===== config.mk =====
export PLATFORM = sky130hd
export DESIGN_NAME = inst_fetch_queue
export DESIGN_NICKNAME = d
export VERILOG_FILES = /design/src/rtl/inst_fetch_queue_pkg.sv /design/src/rtl/inst_fetch_queue_storage.sv /design/src/rtl/inst_fetch_queue.sv
export SDC_FILE = /design/constraint.sdc
export NUM_CORES = 1
export LEC_CHECK = 0
export ABC_CLOCK_PERIOD_IN_PS = 10750
export CORE_UTILIZATION = 45
export CTS_CLUSTER_SIZE = 14
export DETAILED_ROUTE_END_ITERATION = 10
export PLACE_DENSITY = 0.75
export RECOVER_POWER = 100
export SYNTH_ARGS = -nofsm -noshare
export SYNTH_HDL_FRONTEND = slang
export SYNTH_SLANG_ARGS = --single-unit

===== constraint.sdc =====
create_clock -name i_clk -period 10.75 [get_ports i_clk]
set_input_delay 1.075 -clock i_clk [delete_from_list [all_inputs] [get_ports i_clk]]
set_output_delay 1.075 -clock i_clk [all_outputs]
set_load 0.01 [all_outputs]

===== src/rtl/inst_fetch_queue_pkg.sv =====
// Shared types and constants for the dual-issue instruction fetch queue.
package inst_fetch_queue_pkg;

   localparam int unsigned IFQ_WIDTH = 32;
   localparam int unsigned IFQ_DEPTH = 8;

   localparam logic [IFQ_WIDTH-1:0] NOP_INST = 32'h0000_0013;

   typedef struct packed {
      logic [IFQ_WIDTH-1:0] pc;
      logic [IFQ_WIDTH-1:0] inst;
   } ifq_entry_t;

   localparam int unsigned IFQ_ENTRY_W = $bits(ifq_entry_t);

   // Number of set bits in a 2-bit thermometer/handshake vector.
   function automatic logic [1:0] pop2(input logic [1:0] v);
      return {1'b0, v[0]} + {1'b0, v[1]};
   endfunction

endpackage


===== src/rtl/inst_fetch_queue_storage.sv =====
// Entry array for the fetch queue: two write ports, two asynchronous read ports.
module inst_fetch_queue_storage
   import inst_fetch_queue_pkg::*;
#(
   parameter int unsigned DEPTH = IFQ_DEPTH,
   parameter int unsigned AW    = $clog2(DEPTH)
) (
   input  logic                   i_clk,
   input  logic                   i_we0,
   input  logic [AW-1:0]          i_waddr0,
   input  logic [IFQ_ENTRY_W-1:0] i_wdata0,
   input  logic                   i_we1,
   input  logic [AW-1:0]          i_waddr1,
   input  logic [IFQ_ENTRY_W-1:0] i_wdata1,
   input  logic [AW-1:0]          i_raddr0,
   input  logic [AW-1:0]          i_raddr1,
   output logic [IFQ_ENTRY_W-1:0] o_rdata0_c,
   output logic [IFQ_ENTRY_W-1:0] o_rdata1_c
);

   ifq_entry_t r_mem [DEPTH];

   // Data array needs no reset; validity is tracked by the queue pointers.
   always_ff @(posedge i_clk) begin
      if (i_we0) r_mem[i_waddr0] <= ifq_entry_t'(i_wdata0);
      if (i_we1) r_mem[i_waddr1] <= ifq_entry_t'(i_wdata1);
   end

   assign o_rdata0_c = r_mem[i_raddr0];
   assign o_rdata1_c = r_mem[i_raddr1];

endmodule


===== src/rtl/inst_fetch_queue.sv =====
// Dual-issue instruction queue between fetch and a two-slot decoder.
// Pointers, occupancy, handshake checking and flush live here; data lives in storage.
module inst_fetch_queue
   import inst_fetch_queue_pkg::*;
#(
   parameter int unsigned DEPTH = IFQ_DEPTH
) (
   input  logic                     i_clk,
   input  logic                     i_rst,
   input  logic                     i_flush,
   input  logic [1:0]               i_enq_valid,
   input  logic [2*IFQ_WIDTH-1:0]   i_enq_inst,
   input  logic [2*IFQ_WIDTH-1:0]   i_enq_pc,
   output logic                     o_enq_ready,
   output logic [1:0]               o_deq_valid,
   output logic [2*IFQ_WIDTH-1:0]   o_deq_inst,
   output logic [2*IFQ_WIDTH-1:0]   o_deq_pc,
   input  logic [1:0]               i_deq_take,
   output logic [$clog2(DEPTH):0]   o_count,
   output logic                     o_err
);

   localparam int unsigned AW = $clog2(DEPTH);
   localparam int unsigned CW = AW + 1;
   localparam int unsigned W  = IFQ_WIDTH;

   logic [AW-1:0] r_rd_ptr;
   logic [AW-1:0] r_wr_ptr;
   logic [CW-1:0] r_count;
   logic          r_err;

   logic          w_enq_bad;
   logic          w_deq_bad;
   logic          w_enq_ready;
   logic [1:0]    w_deq_valid;
   logic [CW-1:0] w_n_enq;
   logic [CW-1:0] w_n_deq;
   logic          w_we0;
   logic          w_we1;
   ifq_entry_t    w_wentry0;
   ifq_entry_t    w_wentry1;
   ifq_entry_t    w_slot0;
   ifq_entry_t    w_slot1;
   logic [IFQ_ENTRY_W-1:0] w_rdata0;
   logic [IFQ_ENTRY_W-1:0] w_rdata1;

   // Readiness reserves room for a full pair so no partial accept is ever needed.
   assign w_enq_ready = (r_count <= CW'(DEPTH - 2));

   always_comb begin
      w_deq_valid = 2'b00;
      if (r_count >= CW'(2))      w_deq_valid = 2'b11;
      else if (r_count == CW'(1)) w_deq_valid = 2'b01;
   end

   assign w_enq_bad = (i_enq_valid == 2'b10);
   assign w_deq_bad = (i_deq_take == 2'b10) || ((i_deq_take & ~w_deq_valid) != 2'b00);

   assign w_n_enq = (w_enq_ready && !w_enq_bad) ? CW'(pop2(i_enq_valid)) : '0;
   assign w_n_deq = (!w_deq_bad) ? CW'(pop2(i_deq_take)) : '0;

   assign w_we0 = !i_rst && !i_flush && (w_n_enq != '0);
   assign w_we1 = !i_rst && !i_flush && (w_n_enq == CW'(2));

   always_comb begin
      w_wentry0.pc   = i_enq_pc[W-1:0];
      w_wentry0.inst = i_enq_inst[W-1:0];
      w_wentry1.pc   = i_enq_pc[2*W-1:W];
      w_wentry1.inst = i_enq_inst[2*W-1:W];
   end

   inst_fetch_queue_storage #(
      .DEPTH (DEPTH),
      .AW    (AW)
   ) u_storage (
      .i_clk      (i_clk),
      .i_we0      (w_we0),
      .i_waddr0   (r_wr_ptr),
      .i_wdata0   (w_wentry0),
      .i_we1      (w_we1),
      .i_waddr1   (AW'(r_wr_ptr + AW'(1))),
      .i_wdata1   (w_wentry1),
      .i_raddr0   (r_rd_ptr),
      .i_raddr1   (AW'(r_rd_ptr + AW'(1))),
      .o_rdata0_c (w_rdata0),
      .o_rdata1_c (w_rdata1)
   );

   assign w_slot0 = ifq_entry_t'(w_rdata0);
   assign w_slot1 = ifq_entry_t'(w_rdata1);

   // Slots without a live entry present a harmless NOP at pc 0.
   always_comb begin
      o_deq_inst = {NOP_INST, NOP_INST};
      o_deq_pc   = '0;
      if (w_deq_valid[0]) begin
         o_deq_inst[W-1:0] = w_slot0.inst;
         o_deq_pc[W-1:0]   = w_slot0.pc;
      end
      if (w_deq_valid[1]) begin
         o_deq_inst[2*W-1:W] = w_slot1.inst;
         o_deq_pc[2*W-1:W]   = w_slot1.pc;
      end
   end

   always_ff @(posedge i_clk) begin
      if (i_rst) begin
         r_rd_ptr <= '0;
         r_wr_ptr <= '0;
         r_count  <= '0;
         r_err    <= 1'b0;
      end else begin
         r_err <= w_enq_bad | w_deq_bad;
         if (i_flush) begin
            r_rd_ptr <= '0;
            r_wr_ptr <= '0;
            r_count  <= '0;
         end else begin
            r_wr_ptr <= r_wr_ptr + AW'(w_n_enq);
            r_rd_ptr <= r_rd_ptr + AW'(w_n_deq);
            r_count  <= r_count + w_n_enq - w_n_deq;
         end
      end
   end

   assign o_enq_ready = w_enq_ready;
   assign o_deq_valid = w_deq_valid;
   assign o_count     = r_count;
   assign o_err       = r_err;

endmodule


# After elaboration in Yosys (flattened, before gate mapping)
# Memories as Yosys holds them, arrays and structs flattened. A register that Yosys moved wholly into a read port is not among the register bits.
# Cells that the tools add are included.
# classes
add_sub_neg	8
multipliers	0
div_mod_pow	0
n_lt_le_gt_ge	2
eq_ne	4
shifts	0
muxes	13
bitwise_logic	3
n_reduce_logical	11
# op_table
operator	count
32-bit 2-to-1 mux	4
3-bit by 1-bit adder with 3-bit output (second input constant)	2
3-bit by 2-bit adder with 3-bit output	2
2-bit equality test (second input constant)	3
2-bit 2-to-1 mux	3
1-bit 2-to-1 mux	5
1-bit by 1-bit adder with 2-bit output	2
4-bit by 2-bit adder with 4-bit output	1
4-bit by 1-bit equality test with 1-bit output (second input constant)	1
4-bit by 2-bit >= comparator with 1-bit output (second input constant)	1
4-bit by 3-bit <= comparator with 1-bit output (second input constant)	1
1-bit logical AND	4
4-bit nonzero test	1
4-bit by 2-bit subtractor with 4-bit output	1
1-bit zero test	3
3-bit 2-to-1 mux	1
2-bit bitwise AND	1
2-bit inverter	1
2-bit nonzero test	1
2-bit OR reduction	1
1-bit logical OR	1
1-bit OR	1
# word_totals
ff_bits	11
latch_bits	0
mem_bits_rw	512
romBits	0
in_bits	135
output_inout_bits	136
word_cells	46
n_memories	1
# memory_table
memory	words	word_bits	rd	rd_clocked_by_memory_dff	wr	line_no	text
u_storage.r_mem	8	64	2	1	2	inst_fetch_queue_storage.sv:21	ifq_entry_t r_mem [DEPTH];

# Depth between registers and ports, before layout
# Gate-level depths: netlist of the first run.
# logic_depth
word_depth	10
depth_mapped	14
mapped_depth_nobuf	13

# Cells and area by module
# Synthesis of the first run repeated with hierarchy kept, for this count alone.
# unflattened
hier_cells	1797
hier_area_um2	31108.6
# modules_own_cells
module	instances	cells_each	area_each_um2	seq_area_each_um2
inst_fetch_queue_storage	1	1557	29296.8	15374.7
inst_fetch_queue	1	240	1811.7	220.2

# Least setup slack after synthesis of the first run
# OpenSTA, ideal clock, no wires.
# synth_timing
path_kind	input to register
startpoint	in i_enq_valid[0]
endpoint	mem u_storage.r_mem[6][0] (netlist name), enable pin
setup_ns	0.665
t_arrival_ns	8.698
t_required_ns	10.085
setup_slack_ns	1.387
cell_stages	6
n_path_buf	0
path_cell_list	inv_1 > ha_1 > nand3b_1 > or3b_2 > mux2i_1 > nor4b_1
# synth_rtl
element	line_no	text
start: declaration	inst_fetch_queue.sv:11	input logic [1:0] i_enq_valid,
end: declaration	inst_fetch_queue_storage.sv:21	

# Worst setup path in the final report of the first run
# layout_timing
startpoint	reg r_count[2], in the netlist o_count[2]
endpoint	out o_deq_inst[32]
# layout_between
elab_chain_len	3
# layout_rtl
element	line_no	text
start: declaration	inst_fetch_queue.sv:29	logic [CW-1:0] r_count;
start signal: assignment	inst_fetch_queue.sv:121	r_count <= r_count + w_n_enq - w_n_deq;
4-bit by 2-bit >= comparator with 1-bit output	inst_fetch_queue.sv:52	if (r_count >= CW'(2)) w_deq_valid = 2'b11;
2-bit 2-to-1 mux	inst_fetch_queue.sv:52	
32-bit 2-to-1 mux	inst_fetch_queue.sv:100	if (w_deq_valid[1]) begin
end: declaration	inst_fetch_queue.sv:16	output logic [2*IFQ_WIDTH-1:0] o_deq_inst,
# Every way passes these cells.

==> impl_metrics.toml, run 1 <==
[place]
routabilityCongestion = 0.806
numPortBuffers = 270
place_area_sq_mm = 0.0344
place_inst = 2908
dp_hpwl_mm = 50.9
pre_cts_slack_ps = 5500

[clock_tree]
path_clk_slew_ps = 60
cts_setup_buffers = 0
cts_max_path_buffers = 3
cts_hold_buf = 0
insertion_delay_ps = 610
clkSinkCount = 523
cts_resized = 0
root_buffer = "clkbuf_16"
cts_buffers = 56
htree_levels = 2
cts_tree = "built"

[die]
core_area_sq_mm = 0.0676
initial_core_util_pct = 45.7
die_area_sq_mm = 0.0698
ios = 271
die_x_um = 264
die_h_um = 264
num_rows = 95

[synth]
ys_ff_latch = 523
syn_area_sq_mm = 0.0309
syn_inst = 1872
synth_edf_count = 512
synthArstFlopShare_pct = 0
postSynthAreaPerCell_sq_um = 16.5
yosysSeqAreaShare_pct = 50.4
yosys_warnings = 0
synth.distinct_cells = 47
yosys_most_used_dff = "edfxtp_1"
synth_nets = 2026

[finish]
nFillCells = 5490
final_nets = 2247
instances_no_fill = 3022
drive_above_1_share_pct = 35.2
layout_common_cells = "512 x edfxtp_1, 391 x mux2_2, 256 x mux4_2"
area_delta_synth_final_pct = 14.9
mostFrequentLayoutCell = "edfxtp_1"
fin_util_pct = 52.6
final_area_sq_mm = 0.0355

[sta]
finalHoldViolCount = 0
tightest_slew_ps = 3980
setup_tns_ps = 0
period_needed_ps = 7930
setup-violations-final = 0
drv_slew = 1319
maxSlewHeadroom_pct = -165
fin_hold_ws_ps = 643
fin_ws_ps = 2820
fin_skew_ps = 16.2
finalCritPeriodShare_pct = 73.7
max_freq_mhz = 126
rsz0062_at_grt = "no"

[drt]
dr_total_vias = 19323
drcViolationCount = 0
avgViaCountPerCell = 6.39
finalWirelength_mm = 89.9
wire_per_inst_um = 29.7
drtIter0Drc = 1833
drtAntennaViolNets = 0
firstDrtPassIters = 5

[global_routing]
use_met3_pct = 5.66
grtUsageMet2_pct = 44.1
grt_use_met1_pct = 31.5
grt-busiest-layer = "met2"
grt_pass1_wl_mm = 131
grt_pass1_vias = 20196
grtUsageTotal_pct = 25.5
grt_max_degree = 96
antenna_found_initial = 22
grt_overflow_total = 0

[job]
drv_cap = 39

[power]
ir_drop_uv = 163
fin_total_pwr_mw = 6.16
p_leak_nw = 11.3
p_per_area_mw_per_mm2 = 173

[run_status]
violations = "capacitance limit, slew limit"
status = "finished with violations"

[critical_path]
path_max_fanout = 34
cp-end-kind = "output port"
critical_path_required_ps = 9680
path_class = "reg -> out"
cp-start-kind = "flip-flop"
arrival_ps = 6850

[hold_path]
hp-class = "reg -> reg"
==> layer usage <==
metal | vias to the layer above | routed length, um | part of all wire (%)
met5 | - | 183 | 0.20
met4 | 26 | 2180 | 2.4
met3 | 157 | 7850 | 8.7
met2 | 951 | 46000 | 51
met1 | 10165 | 33700 | 37
li1 | 8024 | - | -
==> registers in the layout, indices dropped and copies added (netlist names) <==
name,count
u_storage.r_mem,512
o_count,4
r_rd_ptr,3
r_wr_ptr,3
o_err,1
==> cells by family (layout without fill, tap and decap cells) <==
kind of cell	Yosys count	count (layout)	share of synthesized area (%)
xor+xnor	8	8	0.226
other cells	0	10	0
flops	523	523	50.4
compound gates	76	76	1.35
simple gates	250	250	3.45
mux	834	834	40.9
buf+inv	162	429	2.84
fa+ha+maj	19	19	0.866
==> synthesized netlist by cell type, types with 3 or more instances <==
library cell / n / area [sq um]
or3_1: 3 / 18.8
edfxtp_1: 512 / 15400
a21oi_1: 63 / 315
nor2_1: 73 / 274
nor2_2: 4 / 25.0
buf_12: 6 / 120
nor3_1: 4 / 20.0
inv_1: 17 / 63.8
o22ai_1: 3 / 18.8
clkbuf_1: 36 / 135
nand2_1: 137 / 514
xnor2_1: 4 / 35.0
xor2_1: 4 / 35.0
buf_2: 92 / 460
mux2_4: 120 / 1800
fa_1: 4 / 80.1
nand3_1: 7 / 35.0
ha_1: 15 / 188
buf_1: 3 / 11.3
buf_6: 7 / 78.8
mux2i_1: 65 / 651
mux4_2: 256 / 5770
mux2_2: 393 / 4430
and2_1: 6 / 37.5
dfxtp_1: 11 / 220
==> critical path, stage by stage (launching register included) <==
cell and delay, ps:
dfxtp_1 400, inv_1 110, ha_1 220, a21boi_0 170, o41a_1 1850, clkbuf_1 1760, inv_1 640, nand3_1 390
dlygate4sd3_1 650
==> final cells by class <==
class	instances	area, sq um	share of cell area (%)
multi-input cells	1187	14000	39.5
clock inverters	36	385	1.08
clock buffers	68	1450	4.07
flip-flops and latches	523	15600	43.9
inverters	17	63.8	0.180
diodes	10	25.0	0.0704
repair buffers	308	2880	8.10
well taps	873	1090	3.07
==> report_power, final <==
part | switching, mW | internal, mW | total (mW) | leakage [nW]
combinational | 1.03 | 0.849 | 1.88 | 5.67
clock | 0.820 | 1.15 | 1.97 | 0.897
sequential | 0.0353 | 2.28 | 2.32 | 4.70
==> path summary, 6_finish.rpt <==
check                            startpoint                      to  slack [ps]  cells past startpoint
worst max-delay path             o_count[2]          o_deq_inst[32]        2820                      8
worst min-delay path            r_wr_ptr[2]             r_wr_ptr[2]         640                      2
worst max register to register  r_wr_ptr[0]  u_storage.r_mem[1][19]        3710                      6
worst min register to register  r_wr_ptr[2]             r_wr_ptr[2]         640                      2
No activity file was read; power rests on OpenSTA's default activity.
==> run 2: changes to the inputs <==
ABC_CLOCK_PERIOD_IN_PS = 7000   (was 10750)
PLACE_DENSITY = 0.77   (was 0.75)
clock period = 7 ns   (was 10.75 ns; I/O delays follow)
==> impl_metrics.toml, run 2 (synthesis results as in run 1) <==
[clock_tree]
cts_setup_buffers = 0
insertion_delay_ps = 610
clkSinkCount = 523
cts_max_path_buffers = 3
cts_hold_buf = 0
root_buffer = "clkbuf_16"
cts_buffers = 55
cts_tree = "built"
cts_resized = 0
path_clk_slew_ps = 60
htree_levels = 2

[die]
core_area_sq_mm = 0.0676
die_x_um = 264
die_area_sq_mm = 0.0698
ios = 271
num_rows = 95
die_h_um = 264
initial_core_util_pct = 45.7

[critical_path]
path_class = "in -> reg"
worst_path_max_delay_cell = "nor2_1"
reg2reg_from = "r_wr_ptr[0]"
cp-start-kind = "primary input"
cp_cell_sequence = "dlygate4sd3_1, inv_1, ha_1, nor3b_1, nand2_1, nor2_1, buf_4, mux2_2"
slowest_delay_ps = 2880
setup.worst_path.start = "i_enq_valid[0]"
cp_num_buf_inv = 3
crit_family = "simple AND/OR/NAND/NOR gates"
critical_path_required_ps = 7350
path_max_fanout = 30
arrival_ps = 6270
cp-end-kind = "flip-flop"

[global_routing]
grtUsageTotal_pct = 25.1
antenna_found_initial = 19
grt_max_degree = 149
grt_pass1_vias = 20233
grt_overflow_total = 0
grt_pass1_wl_mm = 130

[power]
seq_power_share_pct = 37.4
fin_total_pwr_mw = 9.47
internal_power_mw = 6.61
p_sw_mw = 2.86
clockPowerShare_pct = 32.1
swShare_pct = 30.2
ir_drop_uv = 210
p_per_area_mw_per_mm2 = 266
pwr-share-comb_pct = 30.5
p_leak_nw = 11.3

[hold_path]
min_from = "r_wr_ptr[2]"
hp-class = "reg -> reg"

[place]
dp_hpwl_mm = 52.0
numPortBuffers = 270
routabilityCongestion = 0.791
place_inst = 2909

[drt]
wire_per_inst_um = 29.4
drcViolationCount = 0
finalWirelength_mm = 88.8
firstDrtPassIters = 5
dr_total_vias = 19109
drtIter0Drc = 1701
avgViaCountPerCell = 6.33
drtAntennaViolNets = 0

[finish]
final_nets = 2247
layout_common_cells = "512 x edfxtp_1, 392 x mux2_2, 256 x mux4_2"
instances_no_fill = 3019
mostFrequentLayoutCell = "edfxtp_1"
area_delta_synth_final_pct = 15.2
largest_register_ff_count = 512
regMostFlops = "u_storage.r_mem"
drive_above_1_share_pct = 36.1

[sta]
period_needed_ps = 5920
setup_tns_ps = 0
fin_skew_ps = 16.8
rsz0062_at_grt = "no"
finalHoldViolCount = 0
max_freq_mhz = 169
finalCritPeriodShare_pct = 84.5
drv_slew = 871
maxSlewHeadroom_pct = -164
tightest_slew_ps = 3950
setup-violations-final = 0

[run_status]
status = "finished with violations"
violations = "capacitance limit, slew limit"

[job]
drv_cap = 26
-- run 2: changes by cell type in the layout (fill, tap and decap cells not counted), sizes merged --
| cell | previous run | this run |
|---|---|---|
| buf | 9 | 21 |
| bufinv | 8 | 9 |
| clkbuf | 97 | 84 |
| clkdlybuf4s50 | 142 | 154 |
| clkinvlp | 1 | 0 |
| diode | 10 | 8 |
| dlygate4sd3 | 128 | 116 |
-- run 2: worst reg2reg max path, delay by kind of cell, from the launching register on --
family                     cells  cell delay (ps)
adders and majority gates      1              320
and+or+nand+nor                3             3350
DFF                            1              510
buffers and inverters          1              760
muxes                          1              400
-- run 2: final cells by class --
class,count,area [sq um]
Antenna cell,8,20.0
Clock buffer,66,1450
Clock inverter,36,409
Fill cell,5485,32000
Inverter,17,63.8
Multi-Input combinational cell,1187,14000
Sequential cell,523,15600
Tap cell,873,1090
Timing Repair Buffer,309,2970
-- run 2: layer usage --
metal / vias up / wire length, um / track usage [%]
li1: 8035 / - / -
met1: 10005 / 34700 / 31.9
met2: 858 / 44600 / 43.0
met3: 189 / 6990 / 5.17
met4: 22 / 2380 / 8.28
met5: - / 138 / 0
-- run 2: power by group through the flow --
| stage | Clock (mW) | Combinational [mW] | Sequential [mW] |
|---|---|---|---|
| floorplan | 0 | 1.49 | 3.60 |
| global placement | 0 | 3.03 | 3.60 |
| detailed placement | 0 | 3.07 | 3.61 |
| CTS | 3.07 | 3.09 | 3.54 |
| global route | 3.17 | 3.06 | 3.55 |
| finish | 3.04 | 2.89 | 3.54 |
-- run 2: worst paths after layout --
| path | slack, ps | endpoint | cells past startpoint |
|---|---|---|---|
| max | 1080 | u_storage.r_mem[5][5] | 8 |
| min | 660 | r_wr_ptr[2] | 2 |
| max reg2reg | 1400 | u_storage.r_mem[5][5] | 6 |
| min reg2reg | 660 | r_wr_ptr[2] | 2 |
-- run 2: stage by stage --
step                      hold WS [ps]  utilization, %  cell area (sq um)  setup slack (ps)
final                              659            52.7              35600              1080
after global routing               731            52.7              35600               963
after CTS                          652            53.7              36300              2050
after detailed placement           623            51.0              34500              2540
after global placement             609            51.0              34500              2590
after floorplan                    578               -              30900               163
